[src/rtl/fir_csd_tdm.sv]
// Time-multiplexed multi-channel FIR: one CSD shift-add tap per clock,
// per-channel circular delay lines, double-banked coefficients with deferred swap.
module fir_csd_tdm #(
  parameter int I_WIDTH   = 16,
  parameter int O_WIDTH   = 16,
  parameter int ORDER     = 17,
  parameter int N_SHIFT   = 9,
  parameter int N_CH      = 2,
  parameter int OUT_SHIFT = 9,
  localparam int CH_W      = (N_CH > 1) ? $clog2(N_CH) : 1,
  localparam int A_W       = (ORDER > 1) ? $clog2(ORDER) : 1,
  localparam int ACC_WIDTH = I_WIDTH + N_SHIFT + $clog2(ORDER) + 1
) (
  input  logic                      i_clk,
  input  logic                      i_rst_n,
  input  logic                      i_valid,
  output logic                      o_ready,
  input  logic [CH_W-1:0]           i_ch,
  input  logic [I_WIDTH-1:0]        i_data,
  input  logic                      i_coef_we,
  input  logic [A_W-1:0]            i_coef_addr,
  input  logic [2*N_SHIFT-1:0]      i_coef_data,
  input  logic                      i_coef_swap,
  output logic                      o_valid,
  output logic [CH_W-1:0]           o_ch,
  output logic [O_WIDTH-1:0]        o_data,
  output logic                      o_sat
);

  typedef enum logic [1:0] {S_IDLE, S_ACCUM, S_OUTPUT} state_t;

  localparam logic [A_W-1:0] LAST = A_W'(ORDER - 1);
  localparam logic signed [ACC_WIDTH-1:0] SAT_MAX =
    {{(ACC_WIDTH-O_WIDTH+1){1'b0}}, {(O_WIDTH-1){1'b1}}};
  localparam logic signed [ACC_WIDTH-1:0] SAT_MIN = ~SAT_MAX;

  state_t                       r_state, w_state_nxt;
  logic [I_WIDTH-1:0]           r_line [N_CH][ORDER];
  logic [A_W-1:0]               r_ptr  [N_CH];
  logic [2*N_SHIFT-1:0]         r_coef [2][ORDER];
  logic                         r_sel, r_pend;
  logic [CH_W-1:0]              r_ch;
  logic [A_W-1:0]               r_k, r_idx;
  logic signed [ACC_WIDTH-1:0]  r_acc;

  logic                         w_accept, w_last_k, w_swap_req, w_sat;
  logic [I_WIDTH-1:0]           w_sample;
  logic [2*N_SHIFT-1:0]         w_coef;
  logic signed [ACC_WIDTH-1:0]  w_x_ext, w_prod, w_shifted;
  logic [O_WIDTH-1:0]           w_sat_data;

  // Handshake: a sample transfers on an edge where i_valid && o_ready; o_ready is
  // high only in IDLE, and samples offered at other times are neither taken nor queued.
  assign o_ready    = (r_state == S_IDLE);
  assign w_accept   = o_ready && i_valid && (32'(i_ch) < N_CH);
  assign w_last_k   = (r_k == LAST);
  assign w_swap_req = r_pend | i_coef_swap;
  assign w_sample   = r_line[r_ch][r_idx];
  assign w_coef     = r_coef[r_sel][r_k];

  always_ff @(posedge i_clk or negedge i_rst_n) begin
    if (!i_rst_n) r_state <= S_IDLE;
    else          r_state <= w_state_nxt;
  end

  always_comb begin
    w_state_nxt = r_state;
    case (r_state)
      S_IDLE:   if (w_accept) w_state_nxt = S_ACCUM;
      S_ACCUM:  if (w_last_k) w_state_nxt = S_OUTPUT;
      S_OUTPUT: w_state_nxt = S_IDLE;
      default:  w_state_nxt = S_IDLE;
    endcase
  end

  always_comb begin
    w_x_ext = {{(ACC_WIDTH-I_WIDTH){w_sample[I_WIDTH-1]}}, w_sample};
    w_prod  = '0;
    for (int j = 0; j < N_SHIFT; j++) begin
      case (w_coef[2*j +: 2])
        2'b01:   w_prod = w_prod + (w_x_ext <<< j);
        2'b11:   w_prod = w_prod - (w_x_ext <<< j);
        default: ;
      endcase
    end
  end

  always_comb begin
    w_shifted  = r_acc >>> OUT_SHIFT;
    w_sat      = 1'b0;
    w_sat_data = w_shifted[O_WIDTH-1:0];
    if (w_shifted > SAT_MAX) begin
      w_sat      = 1'b1;
      w_sat_data = {1'b0, {(O_WIDTH-1){1'b1}}};
    end else if (w_shifted < SAT_MIN) begin
      w_sat      = 1'b1;
      w_sat_data = {1'b1, {(O_WIDTH-1){1'b0}}};
    end
  end

  // Writes always target the bank that is shadow before the edge; a pending swap
  // only lands in IDLE so an in-flight accumulation never sees mixed banks.
  always_ff @(posedge i_clk or negedge i_rst_n) begin
    if (!i_rst_n) begin
      for (int b = 0; b < 2; b++)
        for (int a = 0; a < ORDER; a++) r_coef[b][a] <= '0;
      r_sel  <= 1'b0;
      r_pend <= 1'b0;
    end else begin
      if (i_coef_we && (32'(i_coef_addr) < ORDER))
        r_coef[~r_sel][i_coef_addr] <= i_coef_data;
      if ((r_state == S_IDLE) && w_swap_req) begin
        r_sel  <= ~r_sel;
        r_pend <= 1'b0;
      end else begin
        r_pend <= w_swap_req;
      end
    end
  end

  always_ff @(posedge i_clk or negedge i_rst_n) begin
    if (!i_rst_n) begin
      for (int c = 0; c < N_CH; c++) begin
        for (int a = 0; a < ORDER; a++) r_line[c][a] <= '0;
        r_ptr[c] <= '0;
      end
      r_ch    <= '0;
      r_k     <= '0;
      r_idx   <= '0;
      r_acc   <= '0;
      o_valid <= 1'b0;
      o_ch    <= '0;
      o_data  <= '0;
      o_sat   <= 1'b0;
    end else begin
      o_valid <= 1'b0;
      case (r_state)
        S_IDLE: begin
          if (w_accept) begin
            r_line[i_ch][r_ptr[i_ch]] <= i_data;
            r_ch  <= i_ch;
            r_idx <= r_ptr[i_ch];
            r_k   <= '0;
            r_acc <= '0;
          end
        end
        S_ACCUM: begin
          r_acc <= r_acc + w_prod;
          r_idx <= (r_idx == '0) ? LAST : r_idx - 1'b1;
          r_k   <= w_last_k ? '0 : r_k + 1'b1;
          if (w_last_k)
            r_ptr[r_ch] <= (r_ptr[r_ch] == LAST) ? '0 : r_ptr[r_ch] + 1'b1;
        end
        S_OUTPUT: begin
          o_valid <= 1'b1;
          o_ch    <= r_ch;
          o_data  <= w_sat_data;
          o_sat   <= w_sat;
        end
        default: ;
      endcase
    end
  end

endmodule

[config.mk]
export PLATFORM = sky130hd
export DESIGN_NAME = fir_csd_tdm
export DESIGN_NICKNAME = d
export VERILOG_FILES = /design/src/rtl/fir_csd_tdm.sv
export SDC_FILE = /design/constraint.sdc
export NUM_CORES = 2
export LEC_CHECK = 0
export CAP_MARGIN = 0
export CORE_ASPECT_RATIO = 0.7
export CORE_MARGIN = 2
export CORE_UTILIZATION = 64
export DETAILED_ROUTE_END_ITERATION = 16
export HOLD_SLACK_MARGIN = 0.1
export PLACE_DENSITY = 0.81
export SLEW_MARGIN = 20
export SYNTH_ARGS = -nofsm -noshare
export SYNTH_HDL_FRONTEND = slang
export SYNTH_SLANG_ARGS = --single-unit
[constraint.sdc]
create_clock -name i_clk -period 24.2 [get_ports i_clk]
set_clock_uncertainty 0.2 [all_clocks]
set_input_delay 4.84 -clock i_clk [delete_from_list [all_inputs] [get_ports i_clk]]
set_output_delay 4.84 -clock i_clk [all_outputs]
set_load 0.1 [all_outputs]
==> Word-level counts from Yosys, hierarchy flattened <==
Index checks and enable logic that the tools add are counted.
{ "word_totals": {"register_bits": 1231, "output_inout_bits": 20, "elab_cells": 225} }
{ "op_classes": {"bitwise_logic": 10, "n_mux": 58, "n_reduce_logical": 15, "eq_ne": 24, "magnitude_cmp": 16, "add_sub_neg": 21} }
{ "op_table": {"columns": ["cell", "count"], "rows": [
  ["2-to-1 mux 306 bit", 4],
  ["2-to-1 mux 272 bit", 4],
  ["case mux 31 bit (2 select lines)", 10],
  ["bitwise mux 612 bit", 1],
  ["bitwise mux 544 bit", 1],
  ["demux 306 bit (select 1 bit)", 1],
  ["demux 272 bit (select 1 bit)", 1],
  ["binary-select mux 18 bit (select 5 bit)", 1],
  ["demux 18 bit (select 5 bit)", 1],
  ["binary-select mux 16 bit (select 5 bit)", 1],
  ["demux 16 bit (select 5 bit)", 1],
  ["2-to-1 mux 16 bit", 5],
  ["2-to-1 mux 5 bit", 12],
  ["2-to-1 mux 18 bit", 3],
  ["adder 31 x 17 -> 31 bit", 1],
  ["adder 31 x 18 -> 31 bit", 1],
  ["adder 31 x 19 -> 31 bit", 1],
  ["adder 31 x 20 -> 31 bit", 1],
  ["adder 31 x 21 -> 31 bit", 1],
  ["adder 31 x 22 -> 31 bit", 1],
  ["adder 31 x 23 -> 31 bit", 1],
  ["adder 31 x 24 -> 31 bit", 1],
  ["adder 31 bit", 1],
  ["2-to-1 mux 31 bit", 1],
  ["38 further kinds", 88]
]} }

==> Logic depth before layout (Yosys ltp) <==
{ "logic_depth": {"depth_word": 27, "mapped_depth": 99, "ltp_nobuf": 91} }

==> Least setup slack after synthesis <==
OpenSTA, ideal clock, no wires.
{ "synth_path": {"path_type": "flip-flop to flip-flop", "from": "register r_ch", "to": "register r_acc[30]", "period_less_slack_ps": 18412, "t_arrival_ps": 18116, "required_ps": 23905, "setup_ps": 95, "n_path_buf": 7, "path_slack_ps": 5788, "stages_incl_launch_ff": 93, "path_cell_list": "dfrtp_1 -> buf_6 -> buf_12 -> buf_8 -> buf_8 -> mux4_2 -> a22o_1 -> a211oi_1 -> o32ai_2 -> buf_2 -> inv_1 -> ha_1 -> and4_1 -> clkbuf_1 -> nand3_1 -> nor3_1 -> nor2_1 -> xnor2_1 -> [... 57 more ...] -> nand2b_1 -> mux2i_1 -> or4_4 -> xor2_1 -> mux2_2 -> ha_1 -> a21o_1 -> a21oi_1 -> o21ai_0 -> xnor2_1 -> and3_1 -> a211o_1 -> nand3_1 -> nand2_1 -> or4b_1 -> a21o_1 -> nor4bb_1 -> o31ai_1"} }
{ "synth_via": {"elab_chain_len": 27, "elab_cells_between_ends": 35} }
{ "synth_lines": {"columns": ["element", "line_no", "text"], "rows": [
  ["from (decl)", "42", "logic [CH_W-1:0] r_ch;"],
  ["from (signal assigned)", "141", "r_ch <= i_ch;"],
  ["inverter 1 -> 2 bit (not written as such) (*)", "58", "assign w_sample = r_line[r_ch][r_idx];"],
  ["2-to-1 mux 272 bit (not written as such) (*) (3 in series)", "58", null],
  ["binary-select mux 16 bit (select 5 bit) (*)", "58", null],
  ["2-to-1 mux 16 bit (not written as such) (*) (2 in series)", "58", null],
  ["subtractor 1 x 16 -> 17 bit", "82", "2'b11: w_prod = w_prod - (w_x_ext <<< j);"],
  ["case mux 31 bit (2 select lines)", "80", "case (w_coef[2*j +: 2])"],
  ["subtractor 31 x 17 -> 31 bit or adder 31 x 17 -> 31 bit (tied branches)", "82, 81", null],
  ["case mux 31 bit (2 select lines)", "80", null],
  ["[... 8 more ...]", null, null],
  ["subtractor 31 x 22 -> 31 bit or adder 31 x 22 -> 31 bit (tied branches)", "82, 81", null],
  ["case mux 31 bit (2 select lines)", "80", null],
  ["subtractor 31 x 23 -> 31 bit or adder 31 x 23 -> 31 bit (tied branches)", "82, 81", null],
  ["case mux 31 bit (2 select lines)", "80", null],
  ["subtractor 31 x 24 -> 31 bit or adder 31 x 24 -> 31 bit (tied branches)", "82, 81", null],
  ["case mux 31 bit (2 select lines) (*)", "80", null],
  ["adder 31 bit (*)", "148", "r_acc <= r_acc + w_prod;"],
  ["case mux 31 bit (2 select lines) (*)", "137", "case (r_state)"],
  ["to (signal assigned)", "148", null],
  ["to (decl)", "44", "logic signed [ACC_WIDTH-1:0] r_acc;"]
]} }
Every way passes the cells marked *; elsewhere a longest branch is shown, timed or not. The select of a mux whose other input is x is not followed.
A chain may end at the register's enable or synchronous reset.

==> Final worst setup path <==
{ "layout_path": {"from": "register r_idx[1]", "to": "register r_acc[30]"} }
{ "layout_via": {"elab_chain_len": 24, "elab_cells_between_ends": 32} }
{ "layout_lines": {"columns": ["element", "line_no", "text"], "rows": [
  ["from (decl)", "43", "logic [A_W-1:0] r_k, r_idx;"],
  ["from (signal assigned)", "142", "r_idx <= r_ptr[i_ch];"],
  ["from (signal assigned)", "149", "r_idx <= (r_idx == '0) ? LAST : r_idx - 1'b1;"],
  ["inverter 5 -> 6 bit (not written as such) (*)", "58", null],
  ["binary-select mux 16 bit (select 5 bit) (*)", "58", null],
  ["2-to-1 mux 16 bit (not written as such) (*) (2 in series)", "58", null],
  ["subtractor 1 x 16 -> 17 bit", "82", null],
  ["case mux 31 bit (2 select lines)", "80", null],
  ["subtractor 31 x 17 -> 31 bit or adder 31 x 17 -> 31 bit (tied branches)", "82, 81", null],
  ["case mux 31 bit (2 select lines)", "80", null],
  ["subtractor 31 x 18 -> 31 bit or adder 31 x 18 -> 31 bit (tied branches)", "82, 81", null],
  ["[... 7 more ...]", null, null],
  ["subtractor 31 x 22 -> 31 bit or adder 31 x 22 -> 31 bit (tied branches)", "82, 81", null],
  ["case mux 31 bit (2 select lines)", "80", null],
  ["subtractor 31 x 23 -> 31 bit or adder 31 x 23 -> 31 bit (tied branches)", "82, 81", null],
  ["case mux 31 bit (2 select lines)", "80", null],
  ["subtractor 31 x 24 -> 31 bit or adder 31 x 24 -> 31 bit (tied branches)", "82, 81", null],
  ["case mux 31 bit (2 select lines) (*)", "80", null],
  ["adder 31 bit (*)", "148", null],
  ["case mux 31 bit (2 select lines) (*)", "137", null]
]} }
Marked as above.

==> flow_summary_export.csv <==
group,metric,value,unit
status,outcome,"completed",
cts,cts_tree,"built",
sta,fmax,44.94,MHz
grt,antenna_found_initial,9,
min_path,min_to,"o_data[11]",
min_path,min_path_type,"register to register",
logic_synthesis,synthesis.instances,6325,
sta,slew_viol_final,0,
cts,hold_buffers,0,
sta,tightest_slew,1.202,ns
critical_path,worst_r2r_startpoint,"r_idx[1]",
sta,setup_viol,0,
cts,cts_buffers,112,
place,port_buffers,64,
routing,firstDrtPassIters,5,
floorplanning,die-area,0.1174,mm^2
logic_synthesis,synth_compound_area_share,9.722,%
cts,clk_pin_slew_worst_paths,0.08,ns
logic_synthesis,synth-simple-area-share,7.476,%
logic_synthesis,synth_commonest_cells,"dfrtp_1 (1,231), mux2_2 (1,215), nand2_1 (358)",
floorplanning,die_y,287.3,um
cts,clockRootBuffer,"clkbuf_16",
logic_synthesis,synth_edf_count,0,
routing,ant_nets,0,
logic_synthesis,synth-async-reset-ratio,100.0,%
critical_path,end_kind,"register",
sta,tns,0,ns
floorplanning,row_count,103,
layout,ff_latch_area,0.03082,mm^2
cts,htree_num_levels,3,
sta,slew_headroom,19.15,%
routing,routed_wl,208700,um
cts,cts.sinks,1231,
logic_synthesis,ys_warn_count,0,
layout,multi_input_area,0.04028,mm^2
logic_synthesis,synth_cell_types,119,
critical_path,cp_max_fo,35,
logic_synthesis,yosysMostFrequentCell,"dfrtp_1",
floorplanning,io_pins,65,
cts,clockBufferDepth,3,
layout,n_antenna_cell,0,
run,maxCapViolations,0,
logic_synthesis,syn-num-nets,6614,
grt,grt.total_usage,35.36,%
logic_synthesis,ys_seq_elements,1231,
place,dpl_cell_area,0.07536,mm^2
layout,finalNetCount,6493,
place,place_congestion,0.9675,
min_path,hold_start,"o_data[11]",
critical_path,reg2reg_setup_slack,1.95,ns
routing,wl_per_cell,26.70,um
logic_synthesis,synth_xor_area_share,3.537,%
logic_synthesis,synth_top_family_by_area,"multiplexers",
floorplanning,fp.coreArea,0.1133,mm^2
critical_path,crit_path_top_delay_cell,"dfrtp_2",
logic_synthesis,synth_area_leaders,"dfrtp_1 (42%), mux2_2 (19%), mux4_2 (7.5%)",
critical_path,r2r_cells,85,
layout,syn_to_final_growth,8.024,%
critical_path,required,24.66,ns
critical_path,worstSetupStartpointType,"register",
cts,clkLatencyLatePin,0.76,ns
place,dp_hpwl,139600,um
routing,viasPerCell,6.881,
cts,post_cts_buffers,0,
grt,grt_overflow_total,0,
layout,fillers,7618,
min_path,hold_depth,2,
logic_synthesis,yosysTopAreaCellShare,41.99,%
floorplanning,die_w,408.7,um
grt,grt_pass1_wl,320900,um
logic_synthesis,synthAdderAreaFrac,4.267,%
routing,dr.first_iter.drc_count,6207,
routing,routed-via-count,53796,
sta,layout_min_cycle_time,22.25,ns
critical_path,r2r_end,"r_acc[30]",
sta,finalHoldViolCount,0,
logic_synthesis,yosysTopAreaCell,"dfrtp_1",
logic_synthesis,yosysSeqAreaShare,41.99,%
floorplanning,initial_core_util,64.77,%
grt,grt_max_degree,201,
grt,grt_pass1_vias,52734,
logic_synthesis,yosys_most_used_dff,"dfrtp_1",
logic_synthesis,syn_area,0.07337,mm^2
critical_path,crit_type,"register to register",
cts,cts_resized,0,
sta,rsz0062_at_grt,"false",
routing,drc,0,
layout,final_area,0.07926,mm^2
layout,drive_above_1_share,30.61,%
logic_synthesis,yosys-mux-area-fraction,29.39,%
sta,min_period_over_period,91.95,%
critical_path,max_stage_delay,0.99,ns
critical_path,crit_arrival,22.71,ns
logic_synthesis,postSynthAreaPerCell,11.60,um^2
layout,finalCoreUtilization,69.96,%
state kept, by name, indices dropped and copies added, names as in the netlist:
register / cells
r_k: 5
r_acc: 31
o_sat: 1
r_coef: 612
r_sel: 1
o_valid: 1
r_ch: 1
o_ch: 1
o_data: 16
r_line: 544
r_ptr: 10
r_pend: 1
r_idx: 5
r_state: 2
through the flow:
stage          setup WS, ns  hold WS [ns]  std cells
3_5_place_dp          2.211        0.2755       7609
4_1_cts               2.148        0.2913       7815
6_report              1.949        0.2907       7818
3_3_place_gp          2.817        0.2668       7609
2_1_floorplan         5.788        0.2547       6325
5_1_grt              0.1023        0.3061       7818
worst max-delay path, delay by kind of cell (launching register included):
family / cells / cell delay (ns)
muxes: 5 / 1.30
adders and majority gates: 8 / 2.93
buffers and inverters: 4 / 0.72
AOI/OAI and AO/OA: 32 / 8.02
xor gates and xnor gates: 9 / 1.51
DFF: 1 / 0.99
and+or+nand+nor: 27 / 6.43
metal layers:
layer	vias to the layer above	track usage (%)	share of wire [%]
met1	27469	52.62	43
met3	437	9.288	11
met5	-	0	0.024
li1	22954	-	-
met2	2928	51.30	43
met4	8	10.06	2.7
logic make-up (layout without fill, tap and decap cells):
logic type	count (synthesis)	count (layout)
mux	1694	1694
fa+ha+maj	245	245
simple gates	1145	1145
buf+inv	626	597
flops	1231	1231
xor+xnor	288	288
compound gates	1096	1096
worst max-delay path by stage:
stage	from	to	slack, ns	depth (start not counted)
6_report	r_idx[1]	r_acc[30]	1.95	85
5_1_grt	r_ch	r_acc[30]	0.10	91
4_1_cts	r_ch	r_acc[30]	2.15	85
3_5_place_dp	r_ch	r_acc[30]	2.21	85
3_3_place_gp	r_ch	r_acc[30]	2.82	85
2_1_floorplan	r_ch	r_acc[30]	5.79	92
cell usage in the layout, fill, tap and decap left out, drive strengths merged, types with 101 or more instances in the layout:
master	n
dfrtp	1231
mux2	1216
nand2	360
nor2	311
o21ai	298
a21oi	274
mux4	246
xnor2	237
ha	235
mux2i	232
inv	200
clkbuf	169
buf	148
nand3	101
cell type report:
class | instances | share of cell area (%)
Clock buffer | 169 | 4.210
Timing Repair Buffer | 190 | 2.041
Tap cell | 1522 | 2.403
Multi-Input combinational cell | 4468 | 50.82
Sequential cell | 1231 | 38.89
Inverter | 201 | 0.9519
Clock inverter | 37 | 0.6836
Power is left out: the tool's default activity adds up to more than one toggle a clock period on the data nets, which glitch-free logic cannot reach.
